--- config.mk ---
export PLATFORM = sky130hd
export DESIGN_NAME = min_reduce_ctrl_flat
export DESIGN_NICKNAME = d
export VERILOG_FILES = /design/src/rtl/min_pkg.sv /design/src/rtl/min_reduce_ctrl_if.sv /design/src/rtl/chunk_min.sv /design/src/rtl/min_reduce_ctrl.sv /design/src/flat_wrapper.sv
export SDC_FILE = /design/constraint.sdc
export NUM_CORES = 1
export LEC_CHECK = 0
export ABC_CLOCK_PERIOD_IN_PS = 15050
export CAP_MARGIN = 25
export CORE_ASPECT_RATIO = 1.5
export CORE_UTILIZATION = 35
export DETAILED_ROUTE_END_ITERATION = 12
export PLACE_DENSITY = 0.63
export SYNTH_ARGS = -nofsm -noshare
export SYNTH_HDL_FRONTEND = slang
export SYNTH_SLANG_ARGS = --single-unit
--- constraint.sdc ---
create_clock -name clk -period 15.05 [get_ports clk]
set_clock_uncertainty 0.05 [all_clocks]
set_input_delay 1.505 -clock clk [delete_from_list [all_inputs] [get_ports clk]]
set_output_delay 1.505 -clock clk [all_outputs]
set_load 0.03 [all_outputs]
--- src/rtl/min_pkg.sv ---
// Shared types and helpers for the streaming min-reduction controller.
// Index tracking is compiled in only when MIN_REDUCE_IDX_EN is defined.
package min_pkg;

  typedef enum logic [1:0] {
    IDLE  = 2'd0,
    ACCUM = 2'd1,
    DONE  = 2'd2
  } state_e;

  // Index width for an n-entry space; never narrower than one bit.
  function automatic int idx_w(input int n);
    return (n > 1) ? $clog2(n) : 1;
  endfunction

  // Most-positive two's complement value of a w-bit element, zero-extended.
  function automatic logic [63:0] max_pos(input int w);
    return (64'd1 << (w - 1)) - 64'd1;
  endfunction

endpackage

--- src/rtl/min_reduce_ctrl_if.sv ---
// Beat-in / result-out handshake bundle for min_reduce_ctrl.
// master = producer/consumer side, slave = the controller.
interface min_reduce_ctrl_if import min_pkg::*; #(
  parameter int DATA_WIDTH = 16,
  parameter int CHUNK_LEN  = 8,
  parameter int NUM_CHUNKS = 4
) ();
  localparam int IDX_W = idx_w(CHUNK_LEN * NUM_CHUNKS);

  logic                            start;
  logic                            in_valid;
  logic                            in_ready;
  logic [DATA_WIDTH*CHUNK_LEN-1:0] in_data;
  logic                            out_valid;
  logic                            out_ready;
  logic [DATA_WIDTH-1:0]           out_min;
  logic [IDX_W-1:0]                out_idx;
  logic                            busy;

  modport master (
    output start, in_valid, in_data, out_ready,
    input  in_ready, out_valid, out_min, out_idx, busy
  );

  modport slave (
    input  start, in_valid, in_data, out_ready,
    output in_ready, out_valid, out_min, out_idx, busy
  );
endinterface

--- src/rtl/chunk_min.sv ---
// Combinational signed min over one beat of CHUNK_LEN lanes (binary tree).
// With MIN_REDUCE_IDX_EN, also returns the lowest lane holding the minimum.
module chunk_min import min_pkg::*; #(
  parameter int DATA_WIDTH = 16,
  parameter int CHUNK_LEN  = 8
) (
  input  logic [DATA_WIDTH*CHUNK_LEN-1:0] in_data,
  output logic signed [DATA_WIDTH-1:0]    min_val
`ifdef MIN_REDUCE_IDX_EN
  ,
  output logic [idx_w(CHUNK_LEN)-1:0]     min_idx
`endif
);
  localparam int LEAVES = 1 << $clog2(CHUNK_LEN);
  localparam logic signed [DATA_WIDTH-1:0] MAX_POS = DATA_WIDTH'(max_pos(DATA_WIDTH));

  // In-place tree: level by level, slot k takes the smaller of slots 2k/2k+1.
  // A tie keeps the left (lower-lane) slot; padding lanes sit right of real ones.
  always_comb begin
    logic signed [DATA_WIDTH-1:0] v [LEAVES];
`ifdef MIN_REDUCE_IDX_EN
    logic [idx_w(CHUNK_LEN)-1:0]  ix [LEAVES];
`endif
    for (int k = 0; k < LEAVES; k++) begin
      v[k] = MAX_POS;
      if (k < CHUNK_LEN) v[k] = in_data[k*DATA_WIDTH +: DATA_WIDTH];
`ifdef MIN_REDUCE_IDX_EN
      ix[k] = idx_w(CHUNK_LEN)'(k);
`endif
    end
    for (int w = LEAVES / 2; w >= 1; w = w / 2) begin
      for (int k = 0; k < w; k++) begin
        if (v[2*k+1] < v[2*k]) begin
          v[k] = v[2*k+1];
`ifdef MIN_REDUCE_IDX_EN
          ix[k] = ix[2*k+1];
`endif
        end else begin
          v[k] = v[2*k];
`ifdef MIN_REDUCE_IDX_EN
          ix[k] = ix[2*k];
`endif
        end
      end
    end
    min_val = v[0];
`ifdef MIN_REDUCE_IDX_EN
    min_idx = ix[0];
`endif
  end

endmodule

--- src/rtl/min_reduce_ctrl.sv ---
// Streaming min-reduction controller: one chunk per beat, running min/index, valid/ready result.
// Define MIN_REDUCE_IDX_EN to compile in global index tracking; otherwise out_idx is 0.
module min_reduce_ctrl import min_pkg::*; #(
  parameter int DATA_WIDTH = 16,
  parameter int CHUNK_LEN  = 8,
  parameter int NUM_CHUNKS = 4
) (
  input logic             clk,
  input logic             rst,
  min_reduce_ctrl_if.slave bus
);
  localparam int CNT_W = idx_w(NUM_CHUNKS);
  localparam logic signed [DATA_WIDTH-1:0] MAX_POS = DATA_WIDTH'(max_pos(DATA_WIDTH));
  localparam logic [1:0] S_IDLE  = IDLE;
  localparam logic [1:0] S_ACCUM = ACCUM;
  localparam logic [1:0] S_DONE  = DONE;

  logic [1:0]                   state_q, state_d;
  logic [CNT_W-1:0]             chunk_cnt_q, chunk_cnt_d;
  logic signed [DATA_WIDTH-1:0] run_min_q, run_min_d;
  logic signed [DATA_WIDTH-1:0] beat_min;
  logic                         beat_take, improve;

  assign beat_take = (state_q == S_ACCUM) && bus.in_valid;
  // Strict less-than keeps the earliest beat on ties.
  assign improve   = beat_take && (beat_min < run_min_q);

`ifdef MIN_REDUCE_IDX_EN
  localparam int IDX_W = idx_w(CHUNK_LEN * NUM_CHUNKS);
  localparam int LOC_W = idx_w(CHUNK_LEN);

  logic [LOC_W-1:0] beat_idx;
  logic [IDX_W-1:0] run_idx_q, run_idx_d, cand_idx;

  chunk_min #(.DATA_WIDTH(DATA_WIDTH), .CHUNK_LEN(CHUNK_LEN)) u_chunk_min (
    .in_data (bus.in_data),
    .min_val (beat_min),
    .min_idx (beat_idx)
  );

  assign cand_idx = IDX_W'(chunk_cnt_q) * IDX_W'(CHUNK_LEN) + IDX_W'(beat_idx);

  always_comb begin
    run_idx_d = run_idx_q;
    if (state_q == S_IDLE && bus.start) run_idx_d = '0;
    else if (improve)                   run_idx_d = cand_idx;
  end

  always_ff @(posedge clk) begin
    if (rst) run_idx_q <= '0;
    else     run_idx_q <= run_idx_d;
  end

  assign bus.out_idx = run_idx_q;
`else
  chunk_min #(.DATA_WIDTH(DATA_WIDTH), .CHUNK_LEN(CHUNK_LEN)) u_chunk_min (
    .in_data (bus.in_data),
    .min_val (beat_min)
  );

  assign bus.out_idx = '0;
`endif

  always_comb begin
    state_d     = state_q;
    chunk_cnt_d = chunk_cnt_q;
    run_min_d   = run_min_q;
    case (state_q)
      S_IDLE: if (bus.start) begin
        state_d     = S_ACCUM;
        chunk_cnt_d = '0;
        run_min_d   = MAX_POS;
      end
      S_ACCUM: if (beat_take) begin
        if (improve) run_min_d = beat_min;
        if (chunk_cnt_q == CNT_W'(NUM_CHUNKS - 1)) state_d = S_DONE;
        else                                       chunk_cnt_d = chunk_cnt_q + CNT_W'(1);
      end
      S_DONE: if (bus.out_ready) state_d = S_IDLE;
      default: state_d = S_IDLE;
    endcase
  end

  always_ff @(posedge clk) begin
    if (rst) begin
      state_q     <= S_IDLE;
      chunk_cnt_q <= '0;
      run_min_q   <= '0;
    end else begin
      state_q     <= state_d;
      chunk_cnt_q <= chunk_cnt_d;
      run_min_q   <= run_min_d;
    end
  end

  // Every output decodes straight from flops; in_data only reaches the running registers.
  assign bus.in_ready  = (state_q == S_ACCUM);
  assign bus.out_valid = (state_q == S_DONE);
  assign bus.busy      = (state_q == S_ACCUM) || (state_q == S_DONE);
  assign bus.out_min   = run_min_q;

endmodule

--- src/flat_wrapper.sv ---
// flat-port wrapper written by rule: the top's interface ports become plain ports
module min_reduce_ctrl_flat import min_pkg::*;
#(
  parameter int DATA_WIDTH = 16,
  parameter int CHUNK_LEN  = 8,
  parameter int NUM_CHUNKS = 4
)
  (clk, rst, bus_start, bus_in_valid, bus_in_data, bus_out_ready, bus_in_ready, bus_out_valid, bus_out_min, bus_out_idx, bus_busy);
  min_reduce_ctrl_if #(.DATA_WIDTH(DATA_WIDTH), .CHUNK_LEN(CHUNK_LEN), .NUM_CHUNKS(NUM_CHUNKS)) bus_i ();
  input logic clk;
  input logic rst;
  input wire logic [$bits(bus_i.start)-1:0] bus_start;
  input wire logic [$bits(bus_i.in_valid)-1:0] bus_in_valid;
  input wire logic [$bits(bus_i.in_data)-1:0] bus_in_data;
  input wire logic [$bits(bus_i.out_ready)-1:0] bus_out_ready;
  output wire logic [$bits(bus_i.in_ready)-1:0] bus_in_ready;
  output wire logic [$bits(bus_i.out_valid)-1:0] bus_out_valid;
  output wire logic [$bits(bus_i.out_min)-1:0] bus_out_min;
  output wire logic [$bits(bus_i.out_idx)-1:0] bus_out_idx;
  output wire logic [$bits(bus_i.busy)-1:0] bus_busy;
  assign bus_i.start = bus_start;
  assign bus_i.in_valid = bus_in_valid;
  assign bus_i.in_data = bus_in_data;
  assign bus_i.out_ready = bus_out_ready;
  assign bus_in_ready = bus_i.in_ready;
  assign bus_out_valid = bus_i.out_valid;
  assign bus_out_min = bus_i.out_min;
  assign bus_out_idx = bus_i.out_idx;
  assign bus_busy = bus_i.busy;
  min_reduce_ctrl #(.DATA_WIDTH(DATA_WIDTH), .CHUNK_LEN(CHUNK_LEN), .NUM_CHUNKS(NUM_CHUNKS)) u_core (.clk(clk), .rst(rst), .bus(bus_i));
endmodule
==> metrics.md <==
| Metric | Value |
|---|---|
| Site Rows | `55` |
| Antenna Violating Nets Remaining | `0` |
| Area of the die | `0.0161 mm^2` |
| Top cells by area, synth | `ha_1 28%, mux2i_1 10%, inv_1 8.9%` |
| RR Endpoint | `u_core.bus.out_min[15]` |
| CTS Sinks | `20` |
| Post-synth top area cell | `ha_1` |
| CTS tree | `built` |
| Met3 Usage GRT | `0.0134` |
| RSZ-0062 raised after global routing | `no` |
| Longest Clk Path Bufs | `2` |
| CTS clk-pin slew, worst paths | `0.06 ns` |
| Die Y | `about 150 um` |
| Simple-gate share of the synthesized area | `0.144` |
| Diode count | `0` |
| I/O pin cnt | `157` |
| Post-synthesis mux area share | `0.145` |
| Number of CTS-inserted buffers | `3` |
| Largest family of logic cells by synthesized area | `adder cells` |
| PnR worst setup slack | `between 3 and 4 ns` |
| Mean Syn Cell Area | `7.48 um^2` |
| Clock root buffer master | `clkbuf_16` |
| Via density | `just over 5` |
| Final setup viols | `0` |
| Peak supply drop | `71.1 uV` |
| Worst setup path startpoint | `bus_in_data[79]` |
| Layout area overhead | `32.7%` |
| Final min period | `between 10 and 15 ns` |
| Setup crit end kind | `flop` |
| Post-synth EDFFs | `0` |
| DR WL/cell | `14.8 um` |
| Drt pass-1 iters | `4` |
| Max-slew violations | `0` |
| Relative slew slack | `0.386` |
| Core area | `0.0151 mm^2` |
| Final cycle utilization of the critical path | `0.778` |
| Gr ovfl total | `0` |
| Worst Tran Pin Value | `0.922 ns` |
| Seq/Total Area, Yosys | `0.0734` |
| Synth warn | `0` |
| Dpl hpwl | `13800 um` |
| Nets@finish | `1125` |
| GR Util met2 | `0.384` |
| R2R setup slack | `11.83 ns` |
| Post-Route Setup TNS | `0 ns` |
| Post-Syn Instances | `around 730` |
| XOR/XNOR Fraction of Synth Area | `0` |
| H-tree depth | `1` |
| # DRC | `0` |
| Synth top area share | `0.284` |
| Hold_sp | `u_core.chunk_cnt_q[1]` |
| Skew-Pair Late Insertion Delay | `approximately 0.25 ns` |
| Chip Width | `slightly above 100 um` |
| Class of the worst hold path | `reg -> reg` |
| Grt met1 use | `0.203` |
| Max-Cap Viols | `0` |
| Critical Path RT | `about 15 ns` |
| Total GRT Usage | `0.188` |
| Post_cts resized | `0` |
| Port Buffers | `151` |
| Vias in the first global route | `5350` |
| Initial Utilization | `0.360` |
| Maximum number of pins on one net before global-route repair | `21` |
| Placer Congestion | `0.815` |
| Vias post-DR | `5451` |
| Area of the mapped netlist | `between 0.005 and 0.006 mm^2` |
| Setup Slack @ Placement | `approximately 3.1 ns` |
| Worst path max stage delay | `0.73 ns` |
| Worst setup SP type | `primary input` |
| Fraction of registers with async set/reset | `0` |
| WHS Endpoint | `u_core.chunk_cnt_q[1]` |
| Initial antenna violation count | `0` |
| Status | `completed` |
| Leak Pwr | `between 3 and 4 nW` |
| Share of layout cells above drive strength 1 | `0.0473` |
| Hold WS | `0.426 ns` |
| Seq cells post-synth | `20` |
| First-pass GRT wire length | `about 25000 um` |
| Final WL | `15800 um` |
| Library cells used by synthesis | `63` |
| Hold depth | `2` |
| Kind of critical path | `in -> reg` |
| Most common cell after layout, fill and taps aside | `clkdlybuf4s50_1` |
| Critical path's slowest cell | `nand4bb_1` |
| Adder-cell share of the synthesized area | `0.284` |
| Pwr Total | `1.09 mW` |
| Setup bufs post-CTS | `0` |
| Ys flop type | `dfxtp_1` |
| CTS Hold Bufs | `0` |
| Reg-to-Reg Start | `u_core.bus.out_min[5]` |
| R2r worst-path depth | `12` |
| PD cells | `roughly 150 mW/mm^2` |
| CP max FO | `16` |
| Initial DRC Count | `153` |
| Achievable clock frequency | `0.0854 GHz` |
| Global route hottest layer | `met2` |
| Leading cell types in the layout, fill and taps excluded | `151 x clkdlybuf4s50_1, 130 x inv_1, 124 x ha_1, 76 x a21oi_1, 67 x nor2_1` |
| Synth Area in Compound Gates | `0.234` |
| Worst path arrival time | `approximately 12 ns` |
| Hold Vio Cnt, Final | `0` |
## cells by family after synthesis
family,count (synthesis)
AOI/OAI and AO/OA,192
and+or+nand+nor,161
buffers and inverters,158
adders and majority gates,124
muxes,73
DFF,20
other,1
## cell usage after synthesis (13+ instances only)
| cell | number |
|---|---|
| a21oi_1 | 77 |
| inv_1 | 130 |
| a21o_1 | 19 |
| ha_1 | 124 |
| dfxtp_1 | 20 |
| mux2i_1 | 55 |
| o21ai_0 | 18 |
| clkbuf_1 | 13 |
| a31oi_1 | 16 |
| o31a_1 | 16 |
| nand4_1 | 15 |
| nand2_1 | 25 |
| nor2_1 | 67 |
| nand3_1 | 18 |
## how the worst max path moves through the flow
| stage | to | slack [ns] | cells past startpoint |
|---|---|---|---|
| CTS | u_core.bus.out_min[15] | 3.37 | 39 |
| detailed placement | u_core.bus.out_min[15] | 3.13 | 39 |
| finish | u_core.bus.out_min[15] | 3.35 | 39 |
| global route | u_core.bus.out_min[6] | 2.40 | 39 |
| floorplan | u_core.bus.out_min[1] | 4.89 | 41 |
| global placement | u_core.bus.out_min[15] | 3.36 | 39 |
## critical path: cells and delay by family
family,cells,cell delay [ns]
AOI/OAI and AO/OA,17,3.86
adders and majority gates,4,1.26
buffers and inverters,4,0.90
and+or+nand+nor,10,2.79
muxes,4,1.52
## where the power goes
part	switching [mW]	leakage (nW)	total [mW]	internal (mW)
Combinational	0.515	3.41	0.940	0.425
Clock	0.0206	0.0442	0.0612	0.0405
Sequential	0.0147	0.166	0.0906	0.0759
Total	0.551	3.62	1.09	0.541
## stage by stage
step | area [um^2] | util | instances
6_report | 7240 | 0.478 | 1066
5_1_grt | 7240 | 0.478 | 1066
4_1_cts | 7220 | 0.477 | 1065
3_5_place_dp | 7130 | 0.471 | 1061
3_3_place_gp | 7120 | 0.470 | 1060
2_1_floorplan | 5470 | - | 733
## sequential cells by signal (all words and copies together), names as in the netlist
signal / cells
u_core.chunk_cnt_q: 2
u_core.bus.out_min: 16
u_core.state_q: 2
## routing by layer
metal  up-vias  share of wire  routed length, um
met5         -              0                  0
met4         0          0.021                337
met3        17          0.030                465
met2       113           0.55               8670
met1      2446           0.40               6280
li1       2875              -                  -
## final cells by class
| type | instances | area [um^2] |
|---|---|---|
| fillers | 1569 | 7900 |
| multi-input cells | 555 | 4440 |
| repair buffers | 157 | 1570 |
| inverters | 131 | 492 |
| flip-flops and latches | 20 | 400 |
| well taps | 199 | 249 |
| clock buffers | 4 | 88.8 |
No activity file was read; power rests on OpenSTA's default activity.
